<file path="config.mk">
export PLATFORM = sky130hd
export DESIGN_NAME = rgs_rand_health_mon
export DESIGN_NICKNAME = d
export VERILOG_FILES = /design/src/rtl/rgs_rand_health_mon.sv
export SDC_FILE = /design/constraint.sdc
export NUM_CORES = 1
export LEC_CHECK = 0
export CAP_MARGIN = 20
export CORE_MARGIN = 2
export CORE_UTILIZATION = 45
export DETAILED_ROUTE_END_ITERATION = 16
export DONT_BUFFER_PORTS = 1
export GPL_TIMING_DRIVEN = 0
export SLEW_MARGIN = 30
export SYNTH_ARGS = -nofsm -noshare
export SYNTH_HDL_FRONTEND = slang
export SYNTH_SLANG_ARGS = --single-unit
</file>
<file path="constraint.sdc">
create_clock -name i_clk -period 2 [get_ports i_clk]
set_clock_uncertainty 0.1 [all_clocks]
set_input_delay 0.6 -clock i_clk [delete_from_list [all_inputs] [get_ports i_clk]]
set_output_delay 0.6 -clock i_clk [all_outputs]
set_load 0.01 [all_outputs]
</file>
<file path="src/rtl/rgs_rand_health_mon.sv">
// Continuous health monitor for the randomizer's 2-bit stream: repetition count and adaptive proportion tests.
// Define RGS_HEALTH_STATS_EN to add the o_max_run longest-run statistic output.
//
// APT state | meaning
// ----------+---------------------------------------------------------
// ST_START  | waiting for the first sample of a window (becomes ref_sym)
// ST_COLLECT| counting window samples and reference-symbol hits
module rgs_rand_health_mon #(
    parameter int RCT_CUTOFF = 8,
    parameter int APT_WINDOW = 64,
    parameter int APT_CUTOFF = 40
) (
    input  logic       i_clk,
    input  logic       i_reset,
    input  logic       i_en,
    input  logic [1:0] i_r,
    input  logic       i_clr,
    output logic       o_rct_fail,
    output logic       o_apt_fail,
    output logic       o_win_done,
`ifdef RGS_HEALTH_STATS_EN
    output logic [7:0] o_max_run,
`endif
    output logic       o_healthy
);

    localparam logic [0:0] ST_START   = 1'b0;
    localparam logic [0:0] ST_COLLECT = 1'b1;

    localparam logic [7:0] RCT_CUT = 8'(RCT_CUTOFF);
    localparam logic [7:0] APT_WIN = 8'(APT_WINDOW);
    localparam logic [7:0] APT_CUT = 8'(APT_CUTOFF);

    logic [0:0] state;
    logic [1:0] last_sym;
    logic [7:0] run;
    logic [1:0] ref_sym;
    logic [7:0] ref_cnt;
    logic [7:0] win_cnt;
    logic       window_seen;

    logic [7:0] run_nxt;
    logic [1:0] ref_sym_nxt;
    logic [7:0] ref_cnt_nxt;
    logic [7:0] win_cnt_nxt;
    logic       win_end;
    logic       rct_nxt;
    logic       apt_nxt;
    logic       seen_nxt;

    always_comb begin
        run_nxt     = 8'd1;
        ref_sym_nxt = ref_sym;
        ref_cnt_nxt = ref_cnt;
        win_cnt_nxt = win_cnt;

        // run==0 marks "no sample since reset/clear", so the first sample starts a run of 1
        if (run != 8'd0 && i_r == last_sym) begin
            run_nxt = (run == 8'hff) ? run : run + 8'd1;
        end

        if (state == ST_START) begin
            ref_sym_nxt = i_r;
            ref_cnt_nxt = 8'd1;
            win_cnt_nxt = 8'd1;
        end else begin
            win_cnt_nxt = win_cnt + 8'd1;
            ref_cnt_nxt = ref_cnt + {7'd0, (i_r == ref_sym)};
        end

        win_end  = (win_cnt_nxt == APT_WIN);
        rct_nxt  = o_rct_fail | (run_nxt >= RCT_CUT);
        apt_nxt  = o_apt_fail | (ref_cnt_nxt >= APT_CUT);
        seen_nxt = window_seen | win_end;
    end

    always_ff @(posedge i_clk or posedge i_reset) begin
        if (i_reset) begin
            state       <= ST_START;
            last_sym    <= 2'd0;
            run         <= 8'd0;
            ref_sym     <= 2'd0;
            ref_cnt     <= 8'd0;
            win_cnt     <= 8'd0;
            window_seen <= 1'b0;
            o_rct_fail  <= 1'b0;
            o_apt_fail  <= 1'b0;
            o_win_done  <= 1'b0;
            o_healthy   <= 1'b0;
        end else if (i_clr) begin
            state       <= ST_START;
            last_sym    <= 2'd0;
            run         <= 8'd0;
            ref_sym     <= 2'd0;
            ref_cnt     <= 8'd0;
            win_cnt     <= 8'd0;
            window_seen <= 1'b0;
            o_rct_fail  <= 1'b0;
            o_apt_fail  <= 1'b0;
            o_win_done  <= 1'b0;
            o_healthy   <= 1'b0;
        end else if (i_en) begin
            state       <= win_end ? ST_START : ST_COLLECT;
            last_sym    <= i_r;
            run         <= run_nxt;
            ref_sym     <= ref_sym_nxt;
            ref_cnt     <= ref_cnt_nxt;
            win_cnt     <= win_cnt_nxt;
            window_seen <= seen_nxt;
            o_rct_fail  <= rct_nxt;
            o_apt_fail  <= apt_nxt;
            o_win_done  <= win_end;
            o_healthy   <= seen_nxt & ~rct_nxt & ~apt_nxt;
        end else begin
            o_win_done  <= 1'b0;
        end
    end

`ifdef RGS_HEALTH_STATS_EN
    always_ff @(posedge i_clk or posedge i_reset) begin
        if (i_reset) begin
            o_max_run <= 8'd0;
        end else if (i_clr) begin
            o_max_run <= 8'd0;
        end else if (i_en && run_nxt > o_max_run) begin
            o_max_run <= run_nxt;
        end
    end
`endif

endmodule

</file>
# Word-level counts from Yosys, hierarchy flattened
# Cells that the tools add are included.
[word_totals] register_bits=34 out_inout_bits=4 word_cells=60 inputBits=6
[classes] bitwise=7 n_mux=28 reduce_logical=4 eq_ne=5 magnitude_cmp=2 addsub=3
[ops] op="$mux 8" n=10
[ops] op="$add 8x1->8 const B" n=2
[ops] op="$mux 1" n=13
[ops] op="$mux 2" n=5
[ops] op="$add 8x1->8" n=1
[ops] op="$eq 8x7->1 const B" n=1
[ops] op="$eq 8x8->1 const B" n=1
[ops] op="$ge 8x4->1 const B" n=1
[ops] op="$ge 8x6->1 const B" n=1
[ops] op="$reduce_bool 8->1" n=1
[ops] op="$eq 2x2->1" n=2
[ops] op="$or 1x1->1" n=3
[ops] op="$and 1x1->1" n=2
[ops] op="$ne 2x2->1 const B" n=1
[ops] op="$not 1->1" n=2
[ops] op="$reduce_and 2->1" n=1
[ops] op="$reduce_bool 2->1" n=1
[ops] op="$logic_and 1x1->1" n=1

# Depth between registers and ports, before layout
[logic_depth] depth_word=10 mapped_depth=9 mapped_depth_nobuf=9

# Worst setup path after synthesis
# OpenSTA, ideal clock, no wires.
[synth_timing] path_kind="input -> register" from="input i_r[1]" to="register o_healthy" setup_time_ns=0.095 path_stages=9 t_arrival_ns=2.061 n_path_buf=0 slack_ns=-0.256 required_ns=1.805 path_cell_list="xor2_1 > nor2_1 > ha_1 > ha_1 > and3_1 > a311oi_1 > a31o_1 > a31oi_1 > o31ai_1"
[synth_via] elab_chain_len=10 elab_cells_between_ends=16 cone_classes="add/sub: 1; order compare: 2; eq/ne: 2; mux: 4; bitwise: 6; reduce/logical: 1"
[synth_lines] item="start: declaration" line="16" rtl="input logic [1:0] i_r,"
[synth_lines] item="parallel branches: the longest is 7 deep, another holds $add 8x1->8"
[synth_lines] item="$and 1x1->1 (*)" line="113" rtl="o_healthy <= seen_nxt & ~rct_nxt & ~apt_nxt;"
[synth_lines] item="$mux 1 (*)" line="102" rtl="end else if (i_en) begin"
[synth_lines] item="$mux 1 (*)" line="90" rtl="end else if (i_clr) begin"
[synth_lines] item="end signal: assignment" line="113"
[synth_lines] item="end: declaration" line="24" rtl="output logic o_healthy"
# Every way passes the cells marked *. The select of a mux whose other input is x is not followed.
# A chain may end at the register's enable or synchronous reset.

# Worst setup path in the final report
[layout_timing] from="register ref_sym[1]" to="register o_healthy"
[layout_via] elab_chain_len=9
[layout_lines] item="start: declaration" line="37" rtl="logic [1:0] ref_sym;"
[layout_lines] item="start signal: assignment" line="106" rtl="ref_sym <= ref_sym_nxt;"
[layout_lines] item="$eq 2x2->1" line="68" rtl="ref_cnt_nxt = ref_cnt + {7'd0, (i_r == ref_sym)};"
[layout_lines] item="$add 8x1->8" line="68"
[layout_lines] item="$mux 8" line="62" rtl="if (state == ST_START) begin"
[layout_lines] item="$ge 8x6->1" line="73" rtl="apt_nxt = o_apt_fail | (ref_cnt_nxt >= APT_CUT);"
[layout_lines] item="$or 1x1->1" line="73"
[layout_lines] item="$not 1->1" line="113"
[layout_lines] item="$and 1x1->1" line="113"
[layout_lines] item="$mux 1" line="102"
[layout_lines] item="$mux 1" line="90"
# Every way passes these cells. The select of a mux whose other input is x is not followed.

==> impl.org <==
** Synth
- The synthesized netlist devotes about a quarter of its cell area to simple gates.
- Complex-gate fraction of the synthesized area :: 19.6%
- The synthesized netlist occupies a cell area of 0.00226 mm².
- Counting flops and latches in the post-synthesis netlist gives 34.
- Mapped Nets :: between 200 and 300
- The portion of synthesized area spent on multiplexers is 4.98%.
- Area share of xor/xnor cells in the synthesized design :: 2.32%
- In this run, synthesis inferred 0 flip-flops with an integrated enable.
- Part of the Yosys area used for sequential elements :: between 30% and 40%
- Synth Instances :: between 200 and 300
- Synthesis instantiated 57 different standard cells from the library.
- Of the total synthesized cell area, the portion taken by full adders, half adders and majority gates is about 2.8%.
- Per-instance average area after synthesis :: a little under 9 µm²
- Among all flip-flop cells after synthesis, the most frequent one is sky130_fd_sc_hd__dfrtp_1.
- After synthesis, the largest family of logic cells by area is simple AND/OR/NAND/NOR gates.
- In the synthesized netlist the async set-or-reset flop fraction comes to 100%.
- Yosys warning total :: 0

** STA
- The number of max-slew violations in the final report came to 0.
- Worst max-slew margin expressed relative to the limit :: approximately 51%
- Setup violation total in the final timing report :: 2
- In the final timing run, aggregate negative setup slack is -0.112 ns.
- Number of failing hold endpoints at the final stage :: 0
- Across all hold checks on the routed design, the worst slack comes to roughly 0.21 ns.
- Subtracting the final worst setup slack from the clock period gives 2.10 ns.
- Upper clock frequency limit :: ~480 MHz
- Tcrit/Tclk final :: 105%
- At the pin with the least slew margin, the transition time is ~0.74 ns.
- Across all setup checks in the final design, the least slack found is -0.103 ns.
- Setup repair after global routing could not meet its margin everywhere.

** Floorplanning
- The total area inside the core boundary comes to around 0.0048 mm².
- IO Count :: 10
- After floorplanning, the core was divided into 25 placement rows.
- The floorplan step set the die width to roughly 75 µm.
- Initial core utilization :: 47.3%
- Overall die area :: ~0.0056 mm²
- Height of the die :: roughly 75 µm

** Critical path
- The startpoint identified for the worst register-to-register timing path is ref_sym[1].
- Capturing instance or port of the critical path :: o_healthy
- The worst setup path is launched from a flip-flop.
- Required time worst endpoint :: approximately 2.1 ns
- Arrival time at the worst endpoint :: between 2 and 2.5 ns
- Maximum fanout along the worst path :: 3
- The worst setup path is captured at a flip-flop.
- The worst setup path is of the reg2reg kind.
- R2R Path End :: o_healthy
- Reg-to-reg setup timing slack :: -0.10 ns
- For the worst flop-to-flop path, the logic depth is 9.
- Tracing the worst setup path back leads to its startpoint at ref_sym[1].

** Clock tree
- The cell sitting at the root of the clock tree is a sky130_fd_sc_hd__clkbuf_8.
- H-Tree Depth :: 2
- CTS tree :: yes
- After clock tree synthesis, the clock-pin slew on the worst setup and hold paths is 0.08 ns.
- Clock latency on the worst-skew pair, taken at its later pin, is 0.29 ns.
- Number of buffers created by CTS :: 5
- The longest clock path from root to sink contains 2 buffers.
- Hold buffer count at cts :: 0
- The tree built by TritonCTS fans out to 34 sinks.

** Final layout
- Final Instance Area :: 0.00258 mm²
- Registers take approximately 850 µm².
- Relative to the synthesized area, the layout overhead comes to 13.9%.
- The number of antenna diodes in the final layout is 0.
- The multi-input combinational cells in the finished layout cover a total of approximately 0.0013 mm².
- Fraction of layout instances using a drive strength above 1 :: between 15 and 20%
- After the flow finishes, the layout carries non-filler instances totaling about 340.
- Layout net count :: 280
- Layout fillers :: 454

** Hold path
- The worst hold path belongs to the class in2async.

** Route
- In the routed layout, each cell is associated on average with a via count of about 5.5.
- In this run the remaining antenna-violating nets after routing total 0.
- Routed length per instance :: approximately 15 µm
- After detailed routing, the total wire length is a little over 5 mm.
- Post-route DRC :: 0
- Before antenna repair, the detailed router went through 4 iterations.
- In this run, the number of DRC markers left after iteration 0 of detailed routing was 117.
- Count of vias placed by the detailed router :: ~1900

** Global route
- The via count of the first global-routing pass was approximately 1700.
- Overall overflow remaining after global route :: 0
- The number of antenna violations at the first check in global routing came to 0.
- Largest net degree at the start of global routing :: 35
- The first global-routing pass estimated roughly 8.5 mm of wire.
- Global routing consumed, over all layers together, 20.2% of the routing resources.

** Run status
- Violated checks :: negative setup slack
- The run finished, with violations left.

** Run
- Max-cap violations in this run came to 0.

** Place
- Final Wtd Congestion :: roughly 0.85
- Post-placement cell count :: between 300 and 400
- Detailed placement ended at an HPWL of roughly 3.5 mm.
- Count of port buffers added during placement :: 0
- Once placement finished, the instance area stood at roughly 0.0024 mm².
- Worst Setup Slack post-DPL :: -0.311 ns

** Power
- For this design the static power due to leakage is roughly 1.0 nW.
- VDD sags by at most roughly 0.00044 V.
- Power density over the cells :: around 630 mW/mm²
area by class of cell:
| class | count | area share, % |
|---|---|---|
| timing repair buffer | 6 | 1.75 |
| clock buffer | 5 | 2.67 |
| clock inverter | 3 | 2.67 |
| inverter | 13 | 1.89 |
| sequential | 34 | 33.1 |
| tap | 67 | 3.25 |
| buffer | 21 | 5.25 |
| multi-input combinational | 188 | 49.4 |
synthesized netlist by cell type (all sizes together), types with 5 or more instances:
cell type | count | area (µm²)
mux2i | 9 | 90.1
and3 | 7 | 58.8
o21ai | 12 | 60.1
clkbuf | 8 | 30.0
a211oi | 6 | 50.1
nand2 | 18 | 67.6
nand3 | 12 | 72.6
a21oi | 15 | 75.1
dfrtp | 34 | 851
buf | 13 | 96.3
nor2 | 27 | 101
nor2b | 6 | 37.5
ha | 5 | 62.6
and2 | 5 | 31.3
inv | 13 | 48.8
nand2b | 6 | 37.5
cell usage in the layout, fill, tap and decap left out, drive strengths merged, types with 6 or more instances in the layout:
cell    count
inv        13
a211oi      6
mux2i       9
nand2b      6
nor2b       6
clkbuf     14
nand2      18
buf        18
nand3      12
and3        7
dfrtp      34
o21ai      12
a21oi      15
nor2       27
metrics by stage:
stage	total power [mW]	utilization (%)
2_1_floorplan	0.824	-
3_3_place_gp	0.859	49.8
3_5_place_dp	0.861	49.8
4_1_cts	1.65	53.1
5_1_grt	1.70	53.8
6_report	1.64	53.8
cell families (layout without fill, tap and decap cells):
kind of cell             Yosys count  in the layout
AO/OA/AOI/OAI                     66             66
buffers and inverters             34             48
AND/OR/NAND/NOR                  100            100
multiplexers                      11             11
flip-flops                        34             34
adder cells (fa/ha/maj)            5              5
XOR/XNOR                           6              6
metal layers:
| metal | vias up | share of wire [%] | GRT usage, % |
|---|---|---|---|
| met5 | - | 0 | 0 |
| met3 | 4 | 4.1 | 4.82 |
| li1 | 935 | - | - |
| met2 | 28 | 45 | 29.4 |
| met1 | 890 | 50 | 30.0 |
| met4 | 0 | 0.78 | 5.56 |
worst min path at each step:
stage	from	to	slack, ns
2_1_floorplan	window_seen	window_seen	0.39
3_3_place_gp	window_seen	window_seen	0.40
3_5_place_dp	window_seen	window_seen	0.41
4_1_cts	i_reset	last_sym[0]	0.23
5_1_grt	i_reset	last_sym[0]	0.27
6_report	i_reset	last_sym[0]	0.21
flip-flops by register name (all words and copies together), names as in the netlist:
name	flops
o_rct_fail	1
run	8
last_sym	2
o_win_done	1
win_cnt	8
ref_cnt	8
o_healthy	1
state	1
ref_sym	2
o_apt_fail	1
window_seen	1
critical path, stage by stage (launching register included):
cell,delay [ns]
sky130_fd_sc_hd__dfrtp_1,0.39
sky130_fd_sc_hd__xor2_1,0.15
sky130_fd_sc_hd__nor2_1,0.11
sky130_fd_sc_hd__ha_2,0.22
sky130_fd_sc_hd__ha_4,0.14
sky130_fd_sc_hd__and3_4,0.19
sky130_fd_sc_hd__and3_4,0.19
sky130_fd_sc_hd__a31o_1,0.16
sky130_fd_sc_hd__a31oi_1,0.08
sky130_fd_sc_hd__o31ai_1,0.28
report_power, final:
group | leakage (nW) | switching, mW | total (mW) | internal, mW
Sequential | 0.464 | 0.00982 | 0.709 | 0.699
Clock | 0.0683 | 0.281 | 0.781 | 0.500
Combinational | 0.507 | 0.0955 | 0.145 | 0.0499
timing repair:
item                                    CTS  global route
pin swaps                                 8             8
setup buffers                             2             4
resized for setup                         1             3
endpoints found under the setup margin    5             8
Power figures use the tool's default switching activity.
==> patch, RTL diff (config.mk and constraints unchanged) <==
Put one more register stage on the output `o_apt_fail`, without a reset. The value now appears one clock later. The other outputs are not delayed to match.
--- a/src/rtl/rgs_rand_health_mon.sv
+++ b/src/rtl/rgs_rand_health_mon.sv
@@ -30,6 +30,8 @@
     localparam logic [7:0] RCT_CUT = 8'(RCT_CUTOFF);
     localparam logic [7:0] APT_WIN = 8'(APT_WINDOW);
     localparam logic [7:0] APT_CUT = 8'(APT_CUTOFF);
+
+    logic o_apt_fail_s0;
 
     logic [0:0] state;
     logic [1:0] last_sym;
@@ -70,7 +72,7 @@
 
         win_end  = (win_cnt_nxt == APT_WIN);
         rct_nxt  = o_rct_fail | (run_nxt >= RCT_CUT);
-        apt_nxt  = o_apt_fail | (ref_cnt_nxt >= APT_CUT);
+        apt_nxt  = o_apt_fail_s0 | (ref_cnt_nxt >= APT_CUT);
         seen_nxt = window_seen | win_end;
     end
 
@@ -84,7 +86,7 @@
             win_cnt     <= 8'd0;
             window_seen <= 1'b0;
             o_rct_fail  <= 1'b0;
-            o_apt_fail  <= 1'b0;
+            o_apt_fail_s0 <= 1'b0;
             o_win_done  <= 1'b0;
             o_healthy   <= 1'b0;
         end else if (i_clr) begin
@@ -96,7 +98,7 @@
             win_cnt     <= 8'd0;
             window_seen <= 1'b0;
             o_rct_fail  <= 1'b0;
-            o_apt_fail  <= 1'b0;
+            o_apt_fail_s0 <= 1'b0;
             o_win_done  <= 1'b0;
             o_healthy   <= 1'b0;
         end else if (i_en) begin
@@ -108,7 +110,7 @@
             win_cnt     <= win_cnt_nxt;
             window_seen <= seen_nxt;
             o_rct_fail  <= rct_nxt;
-            o_apt_fail  <= apt_nxt;
+            o_apt_fail_s0 <= apt_nxt;
             o_win_done  <= win_end;
             o_healthy   <= seen_nxt & ~rct_nxt & ~apt_nxt;
         end else begin
@@ -128,5 +130,9 @@
     end
 `endif
 
+    always_ff @(posedge i_clk) begin
+        o_apt_fail <= o_apt_fail_s0;
+    end
+
 endmodule
 
Function: no difference found for any inputs over 10 cycles, from zero or initial values and one cycle with i_reset high; that may be too few to reach the edited logic, so the function may still have changed.
==> patch against the unedited design <==
  * The run still ends with negative setup slack left
  * Design area is 0.49% lower
  * Fmax is 1.1% lower
  * Setup slack worse by 0.024 ns
  * Synthesized cell count is 0.39% higher
  * Routed wire length is 0.25% higher
  * Critical path depth stayed put
  * Count of clock-buffer cells in the layout is 3 higher
  * Synthesized area is 0.88% higher
  * Clock power is 26% lower
  * Sequential cell count is 1 higher
  * First-iteration DRC count is 11% higher
  * Total power is 11% lower
  * Hold slack better by 0.013 ns
  * Largest cell class unchanged
  * Largest power group is now sequential cells
==> patch: results (changes against the unedited design) <==
wirelength_met1_um: 2570  # -1.2%
synthXorXnorAreaFrac_pct: 2.303  # -0.020 points
nClkBuffers: 8  # +3
status: "finished, violations left"
hpwl_um: 3484  # -0.68%
grt_use_met3_pct: 4.150  # -0.67 points
avgSynthCellArea_sq_um: 8.880  # +0.49%
cts_tree: "yes"
drt_iter0_markers: 130  # +11%
leakage_uw: 0.001027  # -1.2%
synthFlopType: "dfrtp_1"
nFillCells: 493  # +8.6%
final_layout_size_suffix_gt1_share_pct: 17.41  # +0.37 points
num-nonclk-buffers: 26  # -3.7%
grt_pass1_vias: 1791  # +5.6%
place_inst: 324  # +0.31%
vias: 1881  # +1.3%
seq_area_sq_um: 873.3  # +2.3%
place_area_sq_um: 2401  # +0.84%
setup_ws_ns: -0.1271  # -0.02400 ns
syn_nets: 268  # +0.37%
grt_pass1_wl_um: 8756  # +2.9%
ys_ff_latch: 35  # +2.9%
synthTopCellsByArea: "dfrtp_1 (37%), nor2_1 (4.4%), mux2i_1 (3.9%), a21oi_1 (3.3%), nand2_1 (3.0%)"
internal-power_uw: 1084  # -13%
synth_adder_area_share_pct: 2.741  # -0.024 points
use_met2_pct: 32.55  # +3.1 points
relSlewSlack_pct: 50.42  # -0.10 points
grt_use_met1_pct: 28.25  # -1.7 points
crit_arrival_ns: 2.22  # +0.02 ns
ys_types: 58  # +1.8%
clockPowerShare_pct: 39.7  # -8.1 points
finalWirelength_um: 5173  # +0.25%
yosysSeqAreaShare_pct: 38.16  # +0.55 points
gp_congestion: 0.7751  # -9.2%
dr_wl_met2_um: 2341  # +1.3%
synthArstFlopShare_pct: 97.14  # -2.9 points
synthMuxAreaShare_pct: 4.934  # -0.044 points
synth_compound_area_share_pct: 19.46  # -0.17 points
ir_drop_mv: 0.3481  # -21%
setup_viol: 3  # +1
violations: "negative setup slack"
clockNetworkAreaShare_pct: 3.904  # -1.4 points
dieArea_sq_um: 5657  # +0.84%
power.share.sequential_pct: 50.2  # +6.9 points
grt_max_degree: 35  # unchanged
patch: metrics by stage:
stage	hold slack, ns	setup slack, ns	TNS (ns)	total power (uW)	utilization [%]
5_1_grt	0.2907	-0.1949	-0.5340	1518	53.22
3_3_place_gp	0.2972	-0.3559	-1.238	880.5	49.84
6_report	0.2217	-0.1271	-0.2141	1453	53.22
4_1_cts	0.2426	-0.1433	-0.2479	1463	52.52
2_1_floorplan	0.2693	-0.1591	-0.3755	844.0	-
3_5_place_dp	0.3043	-0.3554	-1.276	882.4	49.84
patch: worst register-to-register path, cell delays in order, from the launching register on:
cell and delay, ns:
dfrtp_1 0.39, xor2_1 0.14, nor2_1 0.11, ha_2 0.22, ha_4 0.13, and3_4 0.20, and3_4 0.18, a31o_1 0.17
a31oi_2 0.12, o31ai_1 0.26
patch: cells by family after synthesis:
family | after synthesis
AO/OA/AOI/OAI | 66
flip-flops | 35
AND/OR/NAND/NOR | 100
adder cells (fa/ha/maj) | 5
multiplexers | 11
buffers and inverters | 34
XOR/XNOR | 6
